===== src/rtl/uart_pkg.sv =====
// rtl/uart_pkg.sv - shared FSM encoding and defaults for the uart_tx arbiter
package uart_pkg;

  localparam int DATA_W_DEF = 8;

  typedef enum logic [1:0] {
    ST_IDLE  = 2'd0,
    ST_START = 2'd1,
    ST_SEND  = 2'd2
  } arb_state_e;

endpackage


===== src/rtl/rr_picker.sv =====
// rtl/rr_picker.sv - combinational round-robin winner search starting after last_grant
module rr_picker #(
  parameter int N = 4
) (
  input  logic [N-1:0]         req_i,
  input  logic [$clog2(N)-1:0] last_grant_i,
  output logic [$clog2(N)-1:0] winner_o,
  output logic                 valid_o
);

  localparam int IW = $clog2(N);

  // Scan offsets from farthest to nearest so the nearest set bit after last_grant wins
  always_comb begin
    int idx;
    idx      = 0;
    winner_o = '0;
    valid_o  = 1'b0;
    for (int k = N; k >= 1; k--) begin
      idx = int'(last_grant_i) + k;
      if (idx >= N) idx = idx - N;
      if (req_i[idx]) begin
        winner_o = IW'(idx);
        valid_o  = 1'b1;
      end
    end
  end

endmodule


===== src/rtl/uart_tx_arbiter.sv =====
// rtl/uart_tx_arbiter.sv - round-robin sharing of one uart_tx; optional grant lock via UART_TX_ARB_LOCK_EN
module uart_tx_arbiter
  import uart_pkg::*;
#(
  parameter int NUM_REQ       = 4,
  parameter int DATA_W        = DATA_W_DEF,
  parameter int START_TIMEOUT = 4096
) (
  input  logic                       clk,
  input  logic                       rst_n,
  input  logic [NUM_REQ-1:0]         req,
  input  logic [NUM_REQ*DATA_W-1:0]  req_data,
`ifdef UART_TX_ARB_LOCK_EN
  input  logic [NUM_REQ-1:0]         req_lock,
`endif
  output logic [NUM_REQ-1:0]         req_ack,
  output logic                       tx_start,
  output logic [DATA_W-1:0]          tx_data,
  input  logic                       tx_busy,
  output logic [$clog2(NUM_REQ)-1:0] grant_id,
  output logic                       arb_busy,
  output logic                       tx_error
);

  localparam int IW = $clog2(NUM_REQ);
  localparam int TW = $clog2(START_TIMEOUT + 1);

  arb_state_e         state_q;
  logic [IW-1:0]      last_grant_q;
  logic [IW-1:0]      grant_id_q;
  logic [NUM_REQ-1:0] req_ack_q;
  logic               tx_start_q;
  logic [DATA_W-1:0]  tx_data_q;
  logic               arb_busy_q;
  logic               tx_error_q;
  logic [TW-1:0]      timer_q;
  logic [TW-1:0]      timer_d;
  logic [IW-1:0]      rr_id;
  logic               rr_vld;
  logic [IW-1:0]      pick_id;
  logic               pick_vld;
  logic               timeout;

  rr_picker #(.N(NUM_REQ)) u_picker (
    .req_i        (req),
    .last_grant_i (last_grant_q),
    .winner_o     (rr_id),
    .valid_o      (rr_vld)
  );

`ifdef UART_TX_ARB_LOCK_EN
  logic lock_q;

  // A held lock re-grants the previous winner while it still has a byte pending
  always_comb begin
    pick_id  = rr_id;
    pick_vld = rr_vld;
    if (lock_q && req[grant_id_q]) begin
      pick_id  = grant_id_q;
      pick_vld = 1'b1;
    end
  end
`else
  // Plain round-robin selection
  always_comb begin
    pick_id  = rr_id;
    pick_vld = rr_vld;
  end
`endif

  // Start-wait timer: counts only in START and saturates at all-ones
  always_comb begin
    timer_d = timer_q;
    if (timer_q != {TW{1'b1}}) timer_d = timer_q + 1'b1;
  end

  assign timeout = (timer_q == TW'(START_TIMEOUT - 1));

  // Arbitration FSM with registered outputs
  always_ff @(posedge clk or negedge rst_n) begin
    if (!rst_n) begin
      state_q      <= ST_IDLE;
      last_grant_q <= IW'(NUM_REQ - 1);
      grant_id_q   <= '0;
      req_ack_q    <= '0;
      tx_start_q   <= 1'b0;
      tx_data_q    <= '0;
      arb_busy_q   <= 1'b0;
      tx_error_q   <= 1'b0;
      timer_q      <= '0;
`ifdef UART_TX_ARB_LOCK_EN
      lock_q       <= 1'b0;
`endif
    end else begin
      req_ack_q  <= '0;
      tx_error_q <= 1'b0;
      case (state_q)
        ST_IDLE: begin
          timer_q <= '0;
          if (!tx_busy && pick_vld) begin
            tx_data_q  <= req_data[pick_id*DATA_W +: DATA_W];
            req_ack_q  <= NUM_REQ'(1) << pick_id;
            grant_id_q <= pick_id;
            tx_start_q <= 1'b1;
            arb_busy_q <= 1'b1;
            state_q    <= ST_START;
`ifdef UART_TX_ARB_LOCK_EN
            lock_q     <= 1'b0;
`endif
          end
        end
        ST_START: begin
          if (tx_busy) begin
            tx_start_q <= 1'b0;
            timer_q    <= '0;
            state_q    <= ST_SEND;
          end else if (timeout) begin
            tx_start_q <= 1'b0;
            tx_error_q <= 1'b1;
            arb_busy_q <= 1'b0;
            timer_q    <= '0;
            state_q    <= ST_IDLE;
          end else begin
            timer_q <= timer_d;
          end
        end
        ST_SEND: begin
          if (!tx_busy) begin
            arb_busy_q <= 1'b0;
            state_q    <= ST_IDLE;
`ifdef UART_TX_ARB_LOCK_EN
            if (req_lock[grant_id_q]) begin
              lock_q <= 1'b1;
            end else begin
              lock_q       <= 1'b0;
              last_grant_q <= grant_id_q;
            end
`else
            last_grant_q <= grant_id_q;
`endif
          end
        end
        default: state_q <= ST_IDLE;
      endcase
    end
  end

  assign req_ack  = req_ack_q;
  assign tx_start = tx_start_q;
  assign tx_data  = tx_data_q;
  assign grant_id = grant_id_q;
  assign arb_busy = arb_busy_q;
  assign tx_error = tx_error_q;

endmodule

===== config.mk =====
export PLATFORM = sky130hd
export DESIGN_NAME = uart_tx_arbiter
export DESIGN_NICKNAME = d
export VERILOG_FILES = /design/src/rtl/uart_pkg.sv /design/src/rtl/rr_picker.sv /design/src/rtl/uart_tx_arbiter.sv
export SDC_FILE = /design/constraint.sdc
export NUM_CORES = 1
export LEC_CHECK = 0
export CORE_MARGIN = 2
export CORE_UTILIZATION = 53
export CTS_BUF_LIST = sky130_fd_sc_hd__clkbuf_8
export DETAILED_ROUTE_END_ITERATION = 6
export GPL_ROUTABILITY_DRIVEN = 0
export PLACE_DENSITY = 0.92
export SETUP_SLACK_MARGIN = 0.1
export SYNTH_ARGS = -nofsm -noshare
export SYNTH_HDL_FRONTEND = slang
export SYNTH_SLANG_ARGS = --single-unit

===== constraint.sdc =====
create_clock -name clk -period 5.2 [get_ports clk]
set_clock_uncertainty 0.1 [all_clocks]
set_input_delay 1.04 -clock clk [delete_from_list [all_inputs] [get_ports clk]]
set_output_delay 1.04 -clock clk [all_outputs]
set_load 0.005 [all_outputs]

# Yosys cells after proc, flatten, opt, wreduce, memory -nomap -nowiden
# Index checks and enable logic that the tools add are counted.
# totals
n_memories	0
wordCells	95
ram_bits	0
latch_bits	0
ff_bits	34
romBits	0
out_inout_bits	17
in_bits	39
# op_classes
n_div	0
n_reduce_logical	11
multipliers	0
n_eq_ne	10
shifts	2
magnitude_cmp	8
mux	45
bitwise_logic	1
addsub	9
# ops
op	count
32-bit by 4-bit >= comparator with 1-bit output (second input constant)	4
32-bit by 4-bit less-than comparator with 1-bit output (second input constant)	4
32-bit 2-to-1 mux	4
32-bit by 4-bit subtractor with 32-bit output (second input constant)	4
13-bit 2-to-1 mux	3
32-bit by 6-bit variable part select with 8-bit output	1
13-bit one-hot mux with 2 select lines	1
1-bit 2-to-1 mux	20
2-bit 2-to-1 mux	8
13-bit by 1-bit adder with 13-bit output (second input constant)	1
13-bit by 12-bit equality test with 1-bit output (second input constant)	1
13-bit != test (second input constant)	1
1-bit binary-select mux with 2-bit select	4
4-bit 2-to-1 mux	2
2-bit != test (second input constant)	4
2-bit by 2-bit adder with 3-bit output (second input constant)	2
2-bit one-hot mux with 3 select lines	1
2-bit AND reduction	3
3-bit AND reduction	2
5-bit AND reduction	1
2-bit by 3-bit adder with 4-bit output (second input constant)	1
4-bit != test (second input constant)	1
1-bit by 2-bit << shifter with 4-bit output (first input constant)	1
2-bit by 1-bit adder with 3-bit output (second input constant)	1
other kinds (11)	11

# Depth between registers and ports, before layout
# Gate-level depths: netlist of run 1.
# depth
word_depth	13
depth_mapped	7
mapped_depth_nobuf	7

# By module
# From an unflattened synthesis of run 1, not the netlist that was laid out.
# hier_totals
hier_cells	191
area_unflattened_um2	1968.1
# modules_own_cells
module	area_per_inst_um2	cells_per_inst	instances	seq_area_each_um2
uart_tx_arbiter	1876.8	177	1	853.3
rr_picker	91.3	14	1	0.0

# Worst setup path before layout of run 1
# No wires, ideal clock.
# synth_timing
kind	input to register
start	input req[3]
end	register tx_data_q[0], in the netlist tx_data[0]
arrival_ns	2.290
n_path_buf	2
path_slack_ns	2.664
cell_stages	7
setup_time_ns	0.146
required_ns	4.954
path_cell_list	nor2b_1 o21a_1 buf_2 or3_1 buf_4 a211oi_2 a211oi_1
# synth_via
elab_chain_len	9
word_cells_on_any_way	23
cone_classes	1 x shift; 20 x mux; 2 x reduce/logical
# synth_lines
item	line	rtl
start, declared	uart_tx_arbiter.sv:11	input logic [NUM_REQ-1:0] req,
parallel branches: the longest is 9 deep, another holds 32-bit by 6-bit variable part select with 8-bit output	-	
end signal, assigned	uart_tx_arbiter.sv:101	tx_data_q <= req_data[pick_id*DATA_W +: DATA_W];
end, declared	uart_tx_arbiter.sv:33	logic [DATA_W-1:0] tx_data_q;
# Several ways; the timed one is not identified. The select of a mux whose other input is x is not followed.
# A chain may end at the register's enable or synchronous reset.

# Worst setup path in the final report of run 1
# layout_timing
start	input req[3]
end	register tx_data_q[2], in the netlist tx_data[2]
# Same word-level chain as after synthesis.

==> results of run 1 <==
-- layout make-up --
cell class | count | area share (%)
Sequential cell | 34 | 31.82
Multi-Input combinational cell | 155 | 40.88
Clock buffer | 6 | 3.080
Tap cell | 48 | 2.240
Timing Repair Buffer | 57 | 21.09
Inverter | 4 | 0.5600
Clock inverter | 2 | 0.3266
-- through the flow --
| step | instances | instance area [um2] |
|---|---|---|
| 3_3_place_gp | 298 | 2590 |
| 5_1_grt | 306 | 2681 |
| 6_report | 306 | 2681 |
| 2_1_floorplan | 198 | 1996 |
| 3_5_place_dp | 298 | 2590 |
| 4_1_cts | 306 | 2681 |
-- per-layer routing --
layer	routed length, um	part of all wire [%]	track usage, %
met5	0	0	0
met4	101	2.2	10.16
met3	409	8.9	9.418
met2	2183	47	39.03
met1	1906	41	28.79
-- logic make-up after synthesis --
logic type,after synthesis,share of synthesized area (%)
simple gates,90,25.64
compound gates,43,17.81
flops,34,42.76
mux,11,5.705
buf+inv,9,2.320
xor+xnor,6,2.633
fa+ha+maj,5,3.135
-- state kept, by name (all words and copies together), names as in the netlist --
register	count
tx_error	1
req_ack	4
arb_busy	1
state_q	2
timer_q	13
tx_data	8
grant_id	2
tx_start	1
last_grant_q	2
-- power breakdown --
part,leakage [uW],internal (uW),switching [uW]
registers,0.000431,341,52.9
clock network,0.0000524,105,95.7
logic,0.000583,258,267
-- cell usage after synthesis, types with 2 or more instances --
cell type,number
nor2b_1,5
a211oi_2,8
nor4_1,2
nor3_2,2
ha_1,5
nand2b_1,4
xnor2_1,6
nor2_1,28
a22o_1,5
o21a_1,2
a211oi_1,8
nand3_1,4
a21oi_1,5
nor2_4,2
o21ai_0,4
o31ai_1,2
or3_1,2
mux2_2,2
clkbuf_1,2
nand2_1,14
nor4b_1,8
dfrtp_1,32
mux2i_1,8
or2_2,4
nor3_1,5
inv_1,4
dfstp_2,2
-- critical path, cell delays in order --
cell and delay, ns:
clkdlybuf4s50_1 0.47, nor2b_1 0.18, o21a_1 0.29, nor3_2 0.86, mux2i_1 0.19, a211oi_1 0.29
-- final timing paths --
| kind | from | endpoint | cells past startpoint | slack (ns) |
|---|---|---|---|---|
| setup / recovery | req[3] | tx_data[2] | 6 | 1.97 |
| hold / removal | arb_busy | arb_busy | 2 | 0.41 |
| setup reg to reg | last_grant_q[0] | tx_data[2] | 5 | 2.77 |
| hold reg to reg | arb_busy | arb_busy | 2 | 0.41 |
| max in group asynchronous | rst_n | last_grant_q[0] | 2 | 3.62 |
| min in group asynchronous | rst_n | arb_busy | 2 | 1.05 |
==> impl_metrics.py, run 1 <==
metrics = {
    "logic_synthesis": {
        "async_set_or_reset_flop_fraction_in_the_synthesized_netlist_pct": 100.0,
        "post-synth-top-area-cell": "dfrtp_1",
        "portion_of_the_post_synthesis_area_used_by_sequential_elements_pct": 42.76,
        "synth_enable_flop_cells": 0,
        "yosysUniqueCellTypes": 50,
        "postSynthNetCount": 242,
        "synth.top_cells.by_area": "dfrtp_1, nor2_1, a211oi_2, mux2i_1, nor4b_1",
        "syn_area_um2": 1996,
        "synthesized_netlist_cell_count": 198,
        "avgSynthCellArea_um2": 10.08,
        "ys.warnings.count": 0,
        "synth-seq-cells": 34,
        "postSynth.topFlopCell": "dfrtp_1",
        "share_of_yosys_cell_area_claimed_by_the_top_area_cell_type_pct": 40.13,
    },
    "place": {
        "port-buffer-count": 55,
        "hpwl_mm": 3.526,
        "dp_worst_setup_slack_ns": 1.625,
    },
    "cells_and_area": {
        "final_util_pct": 73.79,
        "register_area_um2": 853.3,
        "n_fill_cell": 256,
        "fraction_of_final_layout_cells_with_drive_strength_greater_than_1_pct": 13.57,
        "area_growth_from_synthesis_to_layout_pct": 34.36,
        "most-common-layout-cells": "clkdlybuf4s50_1, dfrtp_1, nor2_1",
        "mostFrequentLayoutCell": "clkdlybuf4s50_1",
        "diodes": 0,
        "multi_input_comb_area_um2": 1096,
        "nets": 301,
    },
    "routing": {
        "antenna_left": 0,
        "count_of_unresolved_drc_violations_after_routing": 0,
        "detailed_route_via_count": 1750,
        "route.final.wire_length_mm": 4.600,
        "first_pass_iters": 4,
        "via_per_inst": 5.719,
        "detailedRoute.firstIterationViolations": 67,
        "drt_wl_cell_um": 15.03,
    },
    "critical_path": {
        "end_kind": "register",
        "crit_path_max_fanout": 11,
        "arrival_time_of_the_worst_setup_path_ns": 3.33,
        "setup.worst_path.start_class": "primary input",
        "crit_required_ns": 5.30,
        "critical_path_class": "primary input to register",
    },
    "power": {
        "power_uw": 1120,
        "power_leakage_uw": 0.001066,
        "ir_drop_mv": 0.2840,
        "power-per-cell-area_nw_per_um2": 417.7,
    },
    "cts": {
        "clock_sinks": 34,
        "root_buffer": "clkbuf_8",
        "clock_tree_from_tritoncts": "done",
        "cts_resized": 0,
        "cts-root-to-sink-buffers": 2,
        "clock_insertion_delay_worst_skew_ns": 0.29,
        "cts-buffers-inserted": 5,
        "cts-hold-fix-buffers": 0,
        "clk_transition_reported_paths_ns": 0.07,
        "cts-htree-levels": 2,
        "cts.repair_timing.setup_buffer_count": 0,
    },
    "flow_run": {
        "timing.max_cap.violations": 0,
    },
    "global_routing": {
        "via_count_of_the_first_global_routing_pass": 1696,
        "grt_usage_pct": 24.19,
        "grt_first_pass_wirelength_mm": 7.700,
        "global_route_congestion_overflow_total": 0,
        "number_of_antenna_violations_at_the_first_check_in_global_routing": 0,
        "grt_max_degree": 35,
    },
    "floorplan": {
        "fp.dieH_um": 65.36,
        "die_area_um2": 4272,
        "row_count": 22,
        "initial_core_util_pct": 54.92,
        "floorplan_core_area_um2": 3633,
        "io-pin-count": 56,
        "die_width_um": 65.36,
    },
    "status": {
        "outcome": "finished, final reports clean",
    },
    "sta": {
        "period_needed_ns": 3.235,
        "setup_viol": 0,
        "report.final.slew_viol_count": 0,
        "tns_ns": 0,
        "finalHoldViolations": 0,
        "worst_slew_margin_rel_pct": 32.84,
        "timing_worst_slew_pin_value_ns": 1.002,
        "maxClockFrequency_mhz": 309.1,
        "final_min_period_over_clock_period_pct": 62.21,
        "post-route-worst-setup-slack_ns": 1.965,
        "hold_ws_ns": 0.4094,
        "setup_repair_after_global_routing_missed_its_margin": "no",
    },
    "hold_path": {
        "hold_path_class": "register to register",
    },
}
Power figures use the tool's default switching activity.
==> run 2, diff against run 1 <==
- CORE_UTILIZATION: 53 -> 49
- PLACE_DENSITY: 0.92 -> 0.87
- clock period: 5.2 -> 3.4 ns (I/O delays scaled with it)
==> run 2 against run 1 <==
  * Via count unchanged
  * Critical path depth up 1
  * Non-clock buffer count increased by 2
  * Hold slack got worse by 0.012 ns
  * Setup slack got worse by 1.2 ns
  * Total power is 52% higher
  * Sequential share of layout area down 0.21 points
  * Register-to-register slack lost 1.5 ns
  * Clock-buffer cell count unchanged
  * Die area rose by 7.7%
  * Critical endpoint is now tx_data[3]
  * Largest power group unchanged
==> impl_metrics.py, run 2 (synthesis results as in run 1) <==
metrics = {
    "status": {
        "outcome": "finished, final reports clean",
    },
    "floorplan": {
        "row_count": 23,
        "io-pin-count": 56,
        "die_area_um2": 4600,
        "fp.dieH_um": 67.82,
        "initial_core_util_pct": 50.25,
        "floorplan_core_area_um2": 3971,
        "die_width_um": 67.82,
    },
    "global_routing": {
        "number_of_antenna_violations_at_the_first_check_in_global_routing": 0,
        "grt_max_degree": 35,
        "via_count_of_the_first_global_routing_pass": 1769,
        "global_route_congestion_overflow_total": 0,
        "grt_usage_pct": 23.48,
        "grt_first_pass_wirelength_mm": 8.010,
    },
    "sta": {
        "report.final.slew_viol_count": 0,
        "setup_viol": 0,
        "maxClockFrequency_mhz": 386.0,
        "setup_repair_after_global_routing_missed_its_margin": "no",
        "finalHoldViolations": 0,
        "final_min_period_over_clock_period_pct": 76.19,
        "post-route-worst-setup-slack_ns": 0.8094,
        "period_needed_ns": 2.591,
        "tns_ns": 0,
        "worst_slew_margin_rel_pct": 63.13,
        "timing_worst_slew_pin_value_ns": 0.5510,
    },
    "cells_and_area": {
        "most-common-layout-cells": "clkdlybuf4s50_1, dfrtp_1, nor2_1",
        "mostFrequentLayoutCell": "clkdlybuf4s50_1",
        "area_growth_from_synthesis_to_layout_pct": 35.24,
        "diodes": 0,
        "most_flop_heavy_register": "timer_q",
        "largest_reg_flops": 13,
        "nets": 303,
        "final-instance-count-excl-fill": 310,
        "fraction_of_final_layout_cells_with_drive_strength_greater_than_1_pct": 14.23,
    },
    "power": {
        "pwr-share-seq_pct": 35.0,
        "switchingPower_uw": 624.1,
        "ir_drop_mv": 0.4350,
        "swShare_pct": 36.56,
        "cell_internal_pwr_uw": 1083,
        "power-per-cell-area_nw_per_um2": 632.5,
        "power_leakage_uw": 0.001076,
        "p_clk_share_pct": 17.5,
        "power.combinational.fraction_pct": 47.5,
        "power_uw": 1707,
    },
    "critical_path": {
        "arrival_time_of_the_worst_setup_path_ns": 2.68,
        "crit_path_cell_trace": "clkdlybuf4s50_1, nor4_1, nor3b_1, buf_4, nand2_1, a211oi_2, a211oi_1",
        "timing.critical_path.max_delay_family": "simple AND/OR/NAND/NOR gates",
        "crit_path_max_fanout": 12,
        "end_kind": "register",
        "crit_required_ns": 3.49,
        "critPathLaunch": "req[1]",
        "critical_path_class": "primary input to register",
        "slowest_stage_cell_on_the_critical_path": "nor4_1",
        "critical_path.reg2reg.endpoint": "tx_data[0]",
        "critical_path.endpoint": "tx_data[3]",
        "r2r_start": "state_q[1]",
        "rrSetupSlack_ns": 1.23,
        "critical_path.n_buffers_inverters": 2,
        "timing.reg2reg.worst_path_depth": 7,
        "setup.worst_path.start_class": "primary input",
        "worst-path-stages": 7,
        "crit_path_max_incr_delay_ns": 0.53,
    },
    "cts": {
        "clk_transition_reported_paths_ns": 0.07,
        "root_buffer": "clkbuf_8",
        "clock_tree_from_tritoncts": "done",
        "cts-root-to-sink-buffers": 2,
        "clock_sinks": 34,
        "cts.repair_timing.setup_buffer_count": 0,
        "cts-buffers-inserted": 5,
        "cts_resized": 0,
        "cts-hold-fix-buffers": 0,
        "clock_insertion_delay_worst_skew_ns": 0.28,
        "cts-htree-levels": 2,
    },
    "hold_path": {
        "hold_path_class": "register to register",
        "min_delay_path_depth": 2,
    },
    "place": {
        "hpwl_mm": 3.596,
        "dp_worst_setup_slack_ns": 0.5269,
        "port-buffer-count": 55,
        "post-place-cells": 302,
    },
    "routing": {
        "detailed_route_via_count": 1750,
        "drt_wl_cell_um": 14.61,
        "via_per_inst": 5.645,
        "detailedRoute.firstIterationViolations": 76,
        "count_of_unresolved_drc_violations_after_routing": 0,
        "first_pass_iters": 4,
        "route.final.wire_length_mm": 4.530,
        "antenna_left": 0,
    },
    "flow_run": {
        "timing.max_cap.violations": 0,
    },
}
[run 2: how the worst min path moves through the flow]
stage | start | end
after global placement | arb_busy | arb_busy
final | grant_id[1] | grant_id[1]
after detailed placement | grant_id[1] | grant_id[1]
after CTS | grant_id[1] | grant_id[1]
after floorplan | rst_n | arb_busy
after global routing | timer_q[12] | timer_q[12]
[run 2: power groups by stage]
stage | registers (uW) | clock network, uW | logic [uW]
detailed placement | 605 | 0 | 810
global route | 613 | 329 | 901
CTS | 599 | 304 | 815
finish | 597 | 300 | 810
global placement | 603 | 0 | 793
floorplan | 597 | 0 | 491
[run 2: routing by layer]
metal / GRT usage [%] / wire [um] / part of all wire (%)
met3: 9.868 / 406 / 9.0
met4: 7.500 / 46 / 1.0
met1: 27.61 / 1791 / 40
met5: 0 / 0 / 0
met2: 38.97 / 2286 / 50
[run 2: worst reg2reg max path, cell delays in order (launching register included)]
cell and delay [ns]:
dfrtp_1 0.44, inv_1 0.10, ha_1 0.28, nor3b_1 0.21, buf_4 0.21, nand2_1 0.29, a211oi_2 0.30, a211oi_1 0.08
[run 2: layout make-up]
cell class	instances	area, um2
repair buffers	59	580.6
well taps	50	62.56
clock inverters	2	8.758
inverters	4	15.01
fillers	298	1272
multi-input cells	155	1096
clock buffers	6	82.58
flip-flops and latches	34	853.3
[run 2: per-stage QoR]
stage	instance area, um2	util, %	hold WS (ns)
CTS	2699	67.96	0.4013
finish	2699	67.96	0.3973
floorplan	1996	-	0.2844
global route	2699	67.96	0.4607
global placement	2608	65.66	0.3756
detailed placement	2608	65.66	0.3859
==> run 3, diff against run 2 <==
- CORE_UTILIZATION: 49 -> 45
- PLACE_DENSITY: 0.87 -> 0.84
- clock period: 3.4 -> 2.1 ns (I/O delays scaled with it)
==> run 3 against run 2 <==
  * Via count rose by 10%
  * Die area rose by 8.4%
  * Largest cell class unchanged
  * Core utilization increased by 3.0 points
  * Clock-buffer cell count is 2 higher
  * Clock power up 95%
  * Critical endpoint is now tx_data[6]
  * Sequential share of layout area fell by 3.7 points
  * Largest power group unchanged
  * Critical path depth is the same
  * Register-to-register slack got worse by 1.1 ns
  * Setup slack got worse by 0.66 ns
==> impl_metrics.py, run 3 (synthesis results as in run 1) <==
metrics = {
    "sta": {
        "period_needed_ns": 1.951,
        "timing_worst_slew_pin_value_ns": 0.4876,
        "hold_ws_ns": 0.4038,
        "setup_viol": 0,
        "tns_ns": 0,
        "worst_slew_margin_rel_pct": 67.25,
        "setup_repair_after_global_routing_missed_its_margin": "yes",
        "report.final.slew_viol_count": 0,
        "maxClockFrequency_mhz": 512.5,
        "finalHoldViolations": 0,
        "final_min_period_over_clock_period_pct": 92.92,
    },
    "cells_and_area": {
        "diodes": 0,
        "final-instance-count-excl-fill": 346,
        "most-common-layout-cells": "clkdlybuf4s50_1, buf_4, dfrtp_1",
        "final_area_um2": 3070,
        "area_growth_from_synthesis_to_layout_pct": 53.86,
        "nets": 337,
        "most_flop_heavy_register": "timer_q",
        "mostFrequentLayoutCell": "clkdlybuf4s50_1",
        "largest_reg_flops": 13,
        "fraction_of_final_layout_cells_with_drive_strength_greater_than_1_pct": 29.25,
    },
    "cts": {
        "cts-htree-levels": 2,
        "clk_transition_reported_paths_ns": 0.08,
        "cts-buffers-inserted": 5,
        "clock_insertion_delay_worst_skew_ns": 0.30,
        "clock_sinks": 34,
        "cts-hold-fix-buffers": 0,
        "clock_tree_from_tritoncts": "done",
        "cts-root-to-sink-buffers": 2,
        "root_buffer": "clkbuf_8",
    },
    "critical_path": {
        "critical_path_class": "register to register",
        "crit_required_ns": 2.17,
        "timing.reg2reg.worst_path_depth": 7,
        "crit_path_cell_trace": "nor2b_1, o21a_1, buf_4, nor3_4, buf_6, mux2i_1, a211oi_1",
        "arrival_time_of_the_worst_setup_path_ns": 2.02,
        "slowest_stage_cell_on_the_critical_path": "dfstp_2",
        "rrSetupSlack_ns": 0.15,
        "crit_path_max_fanout": 9,
        "setup.worst_path.start_class": "register",
        "r2r_start": "last_grant_q[0]",
        "critPathLaunch": "last_grant_q[0]",
        "critical_path.reg2reg.endpoint": "tx_data[6]",
        "crit_path_max_incr_delay_ns": 0.55,
        "critical_path.endpoint": "tx_data[6]",
        "end_kind": "register",
    },
    "power": {
        "power.combinational.fraction_pct": 51.6,
        "cell_internal_pwr_uw": 2077,
        "ir_drop_mv": 0.7064,
        "p_clk_share_pct": 18.0,
        "switchingPower_uw": 1173,
        "power_leakage_uw": 0.001269,
        "swShare_pct": 36.08,
        "pwr-share-seq_pct": 30.4,
        "power-per-cell-area_nw_per_um2": 1059,
    },
    "floorplan": {
        "die_width_um": 70.60,
        "floorplan_core_area_um2": 4324,
        "initial_core_util_pct": 46.15,
        "io-pin-count": 56,
        "row_count": 24,
        "fp.dieH_um": 70.60,
        "die_area_um2": 4984,
    },
    "routing": {
        "via_per_inst": 5.564,
        "detailedRoute.firstIterationViolations": 163,
        "first_pass_iters": 4,
        "antenna_left": 0,
        "drt_wl_cell_um": 15.53,
        "count_of_unresolved_drc_violations_after_routing": 0,
        "route.final.wire_length_mm": 5.372,
        "detailed_route_via_count": 1925,
    },
    "global_routing": {
        "global_route_congestion_overflow_total": 0,
        "grt_max_degree": 35,
        "grt_first_pass_wirelength_mm": 9.045,
        "via_count_of_the_first_global_routing_pass": 1936,
        "number_of_antenna_violations_at_the_first_check_in_global_routing": 0,
        "grt_usage_pct": 23.26,
    },
    "place": {
        "post-place-cells": 333,
        "placed_cell_area_um2": 2840,
        "hpwl_mm": 3.840,
        "port-buffer-count": 55,
    },
    "hold_path": {
        "hold_path_class": "register to register",
    },
    "status": {
        "outcome": "finished, final reports clean",
    },
    "flow_run": {
        "timing.max_cap.violations": 0,
    },
}
run 3: power by group through the flow:
stage	combinational, uW	sequential, uW	clock, uW
floorplan	796	967	0
global placement	1470	978	0
detailed placement	1520	979	0
CTS	1600	978	590
global route	1800	1010	622
finish	1680	988	584
run 3: through the flow:
step / power, uW / setup slack [ns] / utilization (%)
floorplan: 1763 / 0.1172 / -
global placement: 2447 / -0.2892 / 65.68
detailed placement: 2499 / -0.3545 / 65.68
CTS: 3166 / 0.1101 / 69.65
global route: 3437 / 0.07771 / 71.01
finish: 3250 / 0.1487 / 71.01
run 3: worst max-delay path: cells and delay by family, from the launching register on:
family          cells  cell delay [ns]
buf+inv             2             0.35
flops               1             0.55
simple gates        2             0.28
compound gates      2             0.31
mux                 1             0.23
run 3: routing by layer:
metal | wire length [um] | global-route usage (%)
met2 | 2693 | 39.31
met3 | 333 | 5.413
met4 | 112 | 10.27
met1 | 2232 | 28.53
met5 | 0 | 0
run 3: what timing repair did:
action,4_1_cts,5_1_grt
resized for setup,13,13
hold endpoints to repair,0,0
endpoints found under the setup margin,12,11
cloned,0,1
buffers inserted,3,1
pin swaps,2,0
run 3: area by class of cell:
cell class                      count  area, um2
Clock buffer                        8      110.1
Tap cell                           52      65.06
Inverter                            4      15.01
Multi-Input combinational cell    155       1174
Sequential cell                    34      855.8
Timing Repair Buffer               93      850.8
Fill cell                         317       1254
run 3: worst min path at each step:
| stage | start | endpoint | slack (ns) | cells after the start |
|---|---|---|---|---|
| 2_1_floorplan | rst_n | arb_busy | 0.02 | 0 |
| 3_3_place_gp | grant_id[1] | grant_id[1] | 0.38 | 2 |
| 3_5_place_dp | grant_id[1] | grant_id[1] | 0.38 | 2 |
| 4_1_cts | grant_id[1] | grant_id[1] | 0.41 | 2 |
| 5_1_grt | grant_id[1] | grant_id[1] | 0.44 | 2 |
| 6_report | grant_id[1] | grant_id[1] | 0.40 | 2 |
